$ cat src/rtl/instr_encoder_if.sv
// instr_encoder_if: request/response bundle for instr_encoder.
//   master : instruction-injection source and fetch-side consumer
//            (drives request fields and out_ready, observes status)
//   slave  : the encoder itself
// Signals:
//   in_valid/in_ready    request handshake
//   in_fmt .. in_imm     decoded instruction fields
//   out_valid/out_ready  FIFO head handshake
//   out_instr/out_err    encoded word and range-error flag at head
//   err_cnt              saturating count of accepted erroneous requests
interface instr_encoder_if #(
  parameter int CNT_W = 8
);
  logic             in_valid;
  logic             in_ready;
  logic [2:0]       in_fmt;
  logic [6:0]       in_opcode;
  logic [2:0]       in_funct3;
  logic [6:0]       in_funct7;
  logic [4:0]       in_rd;
  logic [4:0]       in_rs1;
  logic [4:0]       in_rs2;
  logic [31:0]      in_imm;
  logic             out_valid;
  logic             out_ready;
  logic [31:0]      out_instr;
  logic             out_err;
  logic [CNT_W-1:0] err_cnt;

  modport master (
    output in_valid, in_fmt, in_opcode, in_funct3, in_funct7,
           in_rd, in_rs1, in_rs2, in_imm, out_ready,
    input  in_ready, out_valid, out_instr, out_err, err_cnt
  );

  modport slave (
    input  in_valid, in_fmt, in_opcode, in_funct3, in_funct7,
           in_rd, in_rs1, in_rs2, in_imm, out_ready,
    output in_ready, out_valid, out_instr, out_err, err_cnt
  );
endinterface

$ cat src/rtl/instr_encoder.sv
// instr_encoder: packs decoded RV32I fields into a 32-bit instruction word
// and buffers {word, err} in a DEPTH-entry FIFO.
// Optional immediate range checking is enabled by defining
// INSTR_ENC_IMM_CHECK_EN; without it only illegal formats set err.
// Ports:
//   clk    rising-edge clock
//   rst_n  asynchronous active-low reset
//   bus    instr_encoder_if.slave (request fields, FIFO head, err_cnt)
// Parameters:
//   DEPTH  FIFO entries (power of two, >= 2)
//   CNT_W  err_cnt width
module instr_encoder #(
  parameter int DEPTH = 2,
  parameter int CNT_W = 8
) (
  input  logic             clk,
  input  logic             rst_n,
  instr_encoder_if.slave   bus
);

  localparam int AW = $clog2(DEPTH);
  localparam int CW = $clog2(DEPTH + 1);
  localparam logic [CW-1:0] FULL = CW'(DEPTH);

  localparam logic [2:0] FMT_R = 3'd0;
  localparam logic [2:0] FMT_I = 3'd1;
  localparam logic [2:0] FMT_S = 3'd2;
  localparam logic [2:0] FMT_B = 3'd3;
  localparam logic [2:0] FMT_U = 3'd4;
  localparam logic [2:0] FMT_J = 3'd5;

  logic [31:0] enc_instr;
  logic        enc_err;
  logic        range_err;
  logic        is_shift;

  logic [32:0]   mem [DEPTH];
  logic [AW-1:0] wr_ptr;
  logic [AW-1:0] rd_ptr;
  logic [CW-1:0] count;
  logic [32:0]   head;
  logic          push;
  logic          pop;

  // Immediate shifts carry shamt in imm[4:0] and funct7 in the top bits.
  assign is_shift = (bus.in_opcode == 7'b0010011) &&
                    ((bus.in_funct3 == 3'b001) || (bus.in_funct3 == 3'b101));

  always_comb begin
    enc_instr = '0;
    case (bus.in_fmt)
      FMT_R: enc_instr = {bus.in_funct7, bus.in_rs2, bus.in_rs1, bus.in_funct3,
                          bus.in_rd, bus.in_opcode};
      FMT_I: begin
        if (is_shift)
          enc_instr = {bus.in_funct7, bus.in_imm[4:0], bus.in_rs1, bus.in_funct3,
                       bus.in_rd, bus.in_opcode};
        else
          enc_instr = {bus.in_imm[11:0], bus.in_rs1, bus.in_funct3,
                       bus.in_rd, bus.in_opcode};
      end
      FMT_S: enc_instr = {bus.in_imm[11:5], bus.in_rs2, bus.in_rs1, bus.in_funct3,
                          bus.in_imm[4:0], bus.in_opcode};
      FMT_B: enc_instr = {bus.in_imm[12], bus.in_imm[10:5], bus.in_rs2, bus.in_rs1,
                          bus.in_funct3, bus.in_imm[4:1], bus.in_imm[11],
                          bus.in_opcode};
      FMT_U: enc_instr = {bus.in_imm[31:12], bus.in_rd, bus.in_opcode};
      FMT_J: enc_instr = {bus.in_imm[20], bus.in_imm[10:1], bus.in_imm[11],
                          bus.in_imm[19:12], bus.in_rd, bus.in_opcode};
      default: enc_instr = {25'b0, bus.in_opcode};
    endcase
  end

  // A value fits a sign-extended field when all bits above the field
  // are copies of its sign bit (all ones or all zeros).
  always_comb begin
    range_err = 1'b0;
`ifdef INSTR_ENC_IMM_CHECK_EN
    case (bus.in_fmt)
      FMT_I: begin
        if (is_shift)
          range_err = |bus.in_imm[31:5];
        else
          range_err = ~((&bus.in_imm[31:11]) | ~(|bus.in_imm[31:11]));
      end
      FMT_S: range_err = ~((&bus.in_imm[31:11]) | ~(|bus.in_imm[31:11]));
      FMT_B: range_err = ~((&bus.in_imm[31:12]) | ~(|bus.in_imm[31:12])) |
                         bus.in_imm[0];
      FMT_U: range_err = |bus.in_imm[11:0];
      FMT_J: range_err = ~((&bus.in_imm[31:20]) | ~(|bus.in_imm[31:20])) |
                         bus.in_imm[0];
      default: range_err = 1'b0;
    endcase
`else
    range_err = 1'b0;
`endif
  end

  assign enc_err = (bus.in_fmt > FMT_J) | range_err;

  // in_ready looks only at the registered count, so a pop while full
  // never opens a slot in the same cycle.
  assign bus.in_ready  = (count != FULL);
  assign bus.out_valid = (count != '0);
  assign push          = bus.in_valid & bus.in_ready;
  assign pop           = bus.out_valid & bus.out_ready;

  assign head          = mem[rd_ptr];
  // Storage is not reset; gating keeps the head fields at zero while empty.
  assign bus.out_instr = bus.out_valid ? head[32:1] : 32'h0;
  assign bus.out_err   = bus.out_valid & head[0];

  always_ff @(posedge clk) begin
    if (push)
      mem[wr_ptr] <= {enc_instr, enc_err};
  end

  always_ff @(posedge clk or negedge rst_n) begin
    if (!rst_n) begin
      wr_ptr      <= '0;
      rd_ptr      <= '0;
      count       <= '0;
      bus.err_cnt <= '0;
    end else begin
      if (push)
        wr_ptr <= wr_ptr + 1'b1;
      if (pop)
        rd_ptr <= rd_ptr + 1'b1;
      if (push && !pop)
        count <= count + 1'b1;
      else if (pop && !push)
        count <= count - 1'b1;
      if (push && enc_err && (bus.err_cnt != {CNT_W{1'b1}}))
        bus.err_cnt <= bus.err_cnt + 1'b1;
    end
  end

endmodule

$ cat src/flat_wrapper.sv
// flat-port wrapper written by rule: the top's interface ports become plain ports
module instr_encoder_flat 
#(
  parameter int DEPTH = 2,
  parameter int CNT_W = 8
)
  (clk, rst_n, bus_in_valid, bus_in_fmt, bus_in_opcode, bus_in_funct3, bus_in_funct7, bus_in_rd, bus_in_rs1, bus_in_rs2, bus_in_imm, bus_out_ready, bus_in_ready, bus_out_valid, bus_out_instr, bus_out_err, bus_err_cnt);
  instr_encoder_if #(.CNT_W(CNT_W)) bus_i ();
  input  logic clk;
  input  logic rst_n;
  input wire logic [$bits(bus_i.in_valid)-1:0] bus_in_valid;
  input wire logic [$bits(bus_i.in_fmt)-1:0] bus_in_fmt;
  input wire logic [$bits(bus_i.in_opcode)-1:0] bus_in_opcode;
  input wire logic [$bits(bus_i.in_funct3)-1:0] bus_in_funct3;
  input wire logic [$bits(bus_i.in_funct7)-1:0] bus_in_funct7;
  input wire logic [$bits(bus_i.in_rd)-1:0] bus_in_rd;
  input wire logic [$bits(bus_i.in_rs1)-1:0] bus_in_rs1;
  input wire logic [$bits(bus_i.in_rs2)-1:0] bus_in_rs2;
  input wire logic [$bits(bus_i.in_imm)-1:0] bus_in_imm;
  input wire logic [$bits(bus_i.out_ready)-1:0] bus_out_ready;
  output wire logic [$bits(bus_i.in_ready)-1:0] bus_in_ready;
  output wire logic [$bits(bus_i.out_valid)-1:0] bus_out_valid;
  output wire logic [$bits(bus_i.out_instr)-1:0] bus_out_instr;
  output wire logic [$bits(bus_i.out_err)-1:0] bus_out_err;
  output wire logic [$bits(bus_i.err_cnt)-1:0] bus_err_cnt;
  assign bus_i.in_valid = bus_in_valid;
  assign bus_i.in_fmt = bus_in_fmt;
  assign bus_i.in_opcode = bus_in_opcode;
  assign bus_i.in_funct3 = bus_in_funct3;
  assign bus_i.in_funct7 = bus_in_funct7;
  assign bus_i.in_rd = bus_in_rd;
  assign bus_i.in_rs1 = bus_in_rs1;
  assign bus_i.in_rs2 = bus_in_rs2;
  assign bus_i.in_imm = bus_in_imm;
  assign bus_i.out_ready = bus_out_ready;
  assign bus_in_ready = bus_i.in_ready;
  assign bus_out_valid = bus_i.out_valid;
  assign bus_out_instr = bus_i.out_instr;
  assign bus_out_err = bus_i.out_err;
  assign bus_err_cnt = bus_i.err_cnt;
  instr_encoder #(.DEPTH(DEPTH), .CNT_W(CNT_W)) u_core (.clk(clk), .rst_n(rst_n), .bus(bus_i));
endmodule
$ cat config.mk
export PLATFORM = sky130hd
export DESIGN_NAME = instr_encoder_flat
export DESIGN_NICKNAME = d
export VERILOG_FILES = /design/src/rtl/instr_encoder_if.sv /design/src/rtl/instr_encoder.sv /design/src/flat_wrapper.sv
export SDC_FILE = /design/constraint.sdc
export NUM_CORES = 1
export LEC_CHECK = 0
export ABC_AREA = 1
export CAP_MARGIN = 15
export CORE_ASPECT_RATIO = 0.75
export CORE_MARGIN = 8
export CORE_UTILIZATION = 45
export DETAILED_ROUTE_END_ITERATION = 8
export HOLD_SLACK_MARGIN = 0.02
export PLACE_DENSITY = 0.76
export SETUP_SLACK_MARGIN = 0.4
export SLEW_MARGIN = 20
export SYNTH_ARGS = -nofsm -noshare
export SYNTH_HDL_FRONTEND = slang
export SYNTH_SLANG_ARGS = --single-unit
$ cat constraint.sdc
create_clock -name clk -period 3.05 [get_ports clk]
set_input_delay 0.61 -clock clk [delete_from_list [all_inputs] [get_ports clk]]
set_output_delay 0.61 -clock clk [all_outputs]
set_load 0.02 [all_outputs]
==> flow_summary.json <==
{
  "first_pass_iters": 4,
  "crit_buf_inv": 3,
  "grt_pass1_wl_um": 15440,
  "grt_usage_pct": 17.46,
  "synth_area_per_cell_sq_um": 9.526,
  "clk_path_buf_depth": 2,
  "relSlewSlack_pct": 62.16,
  "synth_seq_cells": 78,
  "multi_input_area_sq_um": 1209,
  "final_common_cell": "nand2_1",
  "worstMarginPinSlew_ns": 0.5658,
  "holdWs_ns": 0.5392,
  "grt_overflow": 0,
  "yosysSeqAreaShare_pct": 63.05,
  "htree_levels": 3,
  "status": "completed",
  "syn_to_final_growth_pct": 43.14,
  "die_area_sq_um": 11200,
  "drive_gt1_share_pct": 7.738,
  "cpPeakStageDelay_ns": 0.63,
  "critPathKind": "reg2out",
  "start_util_pct": 46.13,
  "path_max_fanout": 29,
  "clock_insertion_delay_worst_skew_ns": 0.35,
  "finalHoldViolCount": 0,
  "synth_nets": 453,
  "grt_max_degree": 34,
  "remaining_drc_errors": 0,
  "critical_path.top_delay_family": "buffers and inverters",
  "cts_tree": "done",
  "dp_hpwl_um": 7174,
  "hp-class": "reg2reg",
  "regArea_sq_um": 2282,
  "rows": 28,
  "drt_iter0_drc": 195,
  "die_h_um": 93.67,
  "grt_antenna_before_repair": 0,
  "setup_tns_ns": 0,
  "endpoint_kind": "primary output",
  "clkTransAtPathRegs_ns": 0.08,
  "fin_crit_ns": 2.592,
  "rsz0062_at_grt": "yes",
  "synth_area_leaders": "edfxtp_1 55%, nand2_1 16%, dfrtp_1 8.3%",
  "diodes": 0,
  "syn_area_sq_um": 3620,
  "skew_ns": 0.006422,
  "gp_congestion": 0.8371,
  "cts_made_buffers": 9,
  "crit_chain": "clkinv_1, buf_12, nand2_1, a21oi_1, clkdlybuf4s50_1",
  "timing.final.crit_share_pct": 84.98,
  "wl_per_cell_um": 16.31,
  "yosysUniqueCellTypes": 23,
  "ir_drop_mv": 0.5087,
  "portBuffers": 113,
  "finalInstanceArea_sq_um": 5181,
  "cp_slowest_cell": "clkdlybuf4s50_1",
  "max_freq_mhz": 385.8,
  "finalSetupViolCount": 0,
  "synth_top_area_share_pct": 54.75,
  "cellLeakagePower_nw": 2.207,
  "grt_pass1_vias": 3092,
  "required_ns": 2.44,
  "yosysTopAreaCell": "edfxtp_1",
  "final_cell_mix": "159 x nand2_1, 98 x clkdlybuf4s50_1, 66 x edfxtp_1",
  "crit_arrival_ns": 1.98,
  "pin_count": 114,
  "slew_viol_final": 0,
  "p_per_area_nw_per_um2": 863.0,
  "drtAntennaViolNets": 0,
  "viasPerCell": 5.090,
  "vias": 3100,
  "start_kind": "register",
  "clock_sinks": 78,
  "coreArea_sq_um": 7848,
  "placed_area_sq_um": 4915,
  "drv_cap": 0,
  "yosys_warnings": 0,
  "layout.nets": 572,
  "postLayoutCoreUtil_pct": 66.02,
  "netlist_instances": 380,
  "fillers": 634,
  "dieWidth_um": 119.6,
  "cts_root_buffer": "clkbuf_8",
  "wl_um": 9934
}
power by group:
group / internal (mW) / total (mW) / switching [mW] / leakage, nW
Clock: 0.386 / 0.785 / 0.399 / 0.0964
Combinational: 0.901 / 2.11 / 1.21 / 1.34
Sequential: 1.46 / 1.57 / 0.111 / 0.775
layout make-up:
cell class,count,share of cell area [%]
repair buffers,124,24.78
multi-input cells,267,23.33
clock buffers,9,2.391
well taps,105,2.536
flip-flops and latches,78,44.05
inverters,19,1.376
clock inverters,7,1.546
cell usage after synthesis, drive strengths merged:
cell	count
nand2	160
edfxtp	66
a21oi	34
nand3	33
nor2	19
inv	18
dfrtp	12
buf	9
clkbuf	7
o21ai	7
xnor2	7
ha	2
xor2	2
clkinv	1
nand4	1
nor3	1
o211ai	1
through the flow:
step / setup slack, ns / power, mW / instances
floorplan: 0.4580 / 2.677 / 380
global placement: 0.7554 / 3.680 / 591
detailed placement: 0.7594 / 3.710 / 591
CTS: 0.3860 / 4.533 / 609
global route: 0.3446 / 4.719 / 609
finish: 0.4582 / 4.471 / 609
path summary, 6_finish.rpt:
check,from,to,slack (ns),depth (start not counted)
max,u_core.rd_ptr,bus_out_err,0.46,5
max reg2reg,u_core.bus.err_cnt[0],u_core.bus.err_cnt[7],1.19,8
max in group asynchronous,rst_n,u_core.bus.err_cnt[7],2.06,1
min,u_core.bus.err_cnt[5],u_core.bus.err_cnt[5],0.54,2
min reg2reg,u_core.bus.err_cnt[5],u_core.bus.err_cnt[5],0.54,2
min in group asynchronous,rst_n,u_core.bus.err_cnt[0],0.62,1
layer usage:
metal	wire (um)	vias up	GRT usage (%)	part of all wire, %
li1	-	1504	-	-
met1	4120	1448	21.35	41
met2	4770	126	28.45	48
met3	816	22	6.486	8.2
met4	227	0	5.181	2.3
met5	0	-	0	0
repair_timing:
action,4_1_cts,5_1_grt
setup endpoints to repair,15,16
hold buffers,0,0
setup buffers,2,0
resized for setup,1,14
pin swaps,1,0
sequential cells by signal (all words and copies together), names as in the netlist:
register,cells
u_core.mem,66
u_core.bus.err_cnt,8
u_core.count,2
u_core.rd_ptr,1
u_core.wr_ptr,1
worst min-delay path, stage by stage, from the launching register on:
cell and delay, ns:
dfrtp_1 0.39, nand2_1 0.08, o21ai_2 0.05
cell families after synthesis:
group | after synthesis | synth area share, %
adders and majority gates | 2 | 0.6912
AOI/OAI and AO/OA | 42 | 6.187
DFF | 78 | 63.05
and+or+nand+nor | 214 | 23.71
xor gates and xnor gates | 9 | 2.178
buffers and inverters | 35 | 4.182
Power figures use the tool's default switching activity.
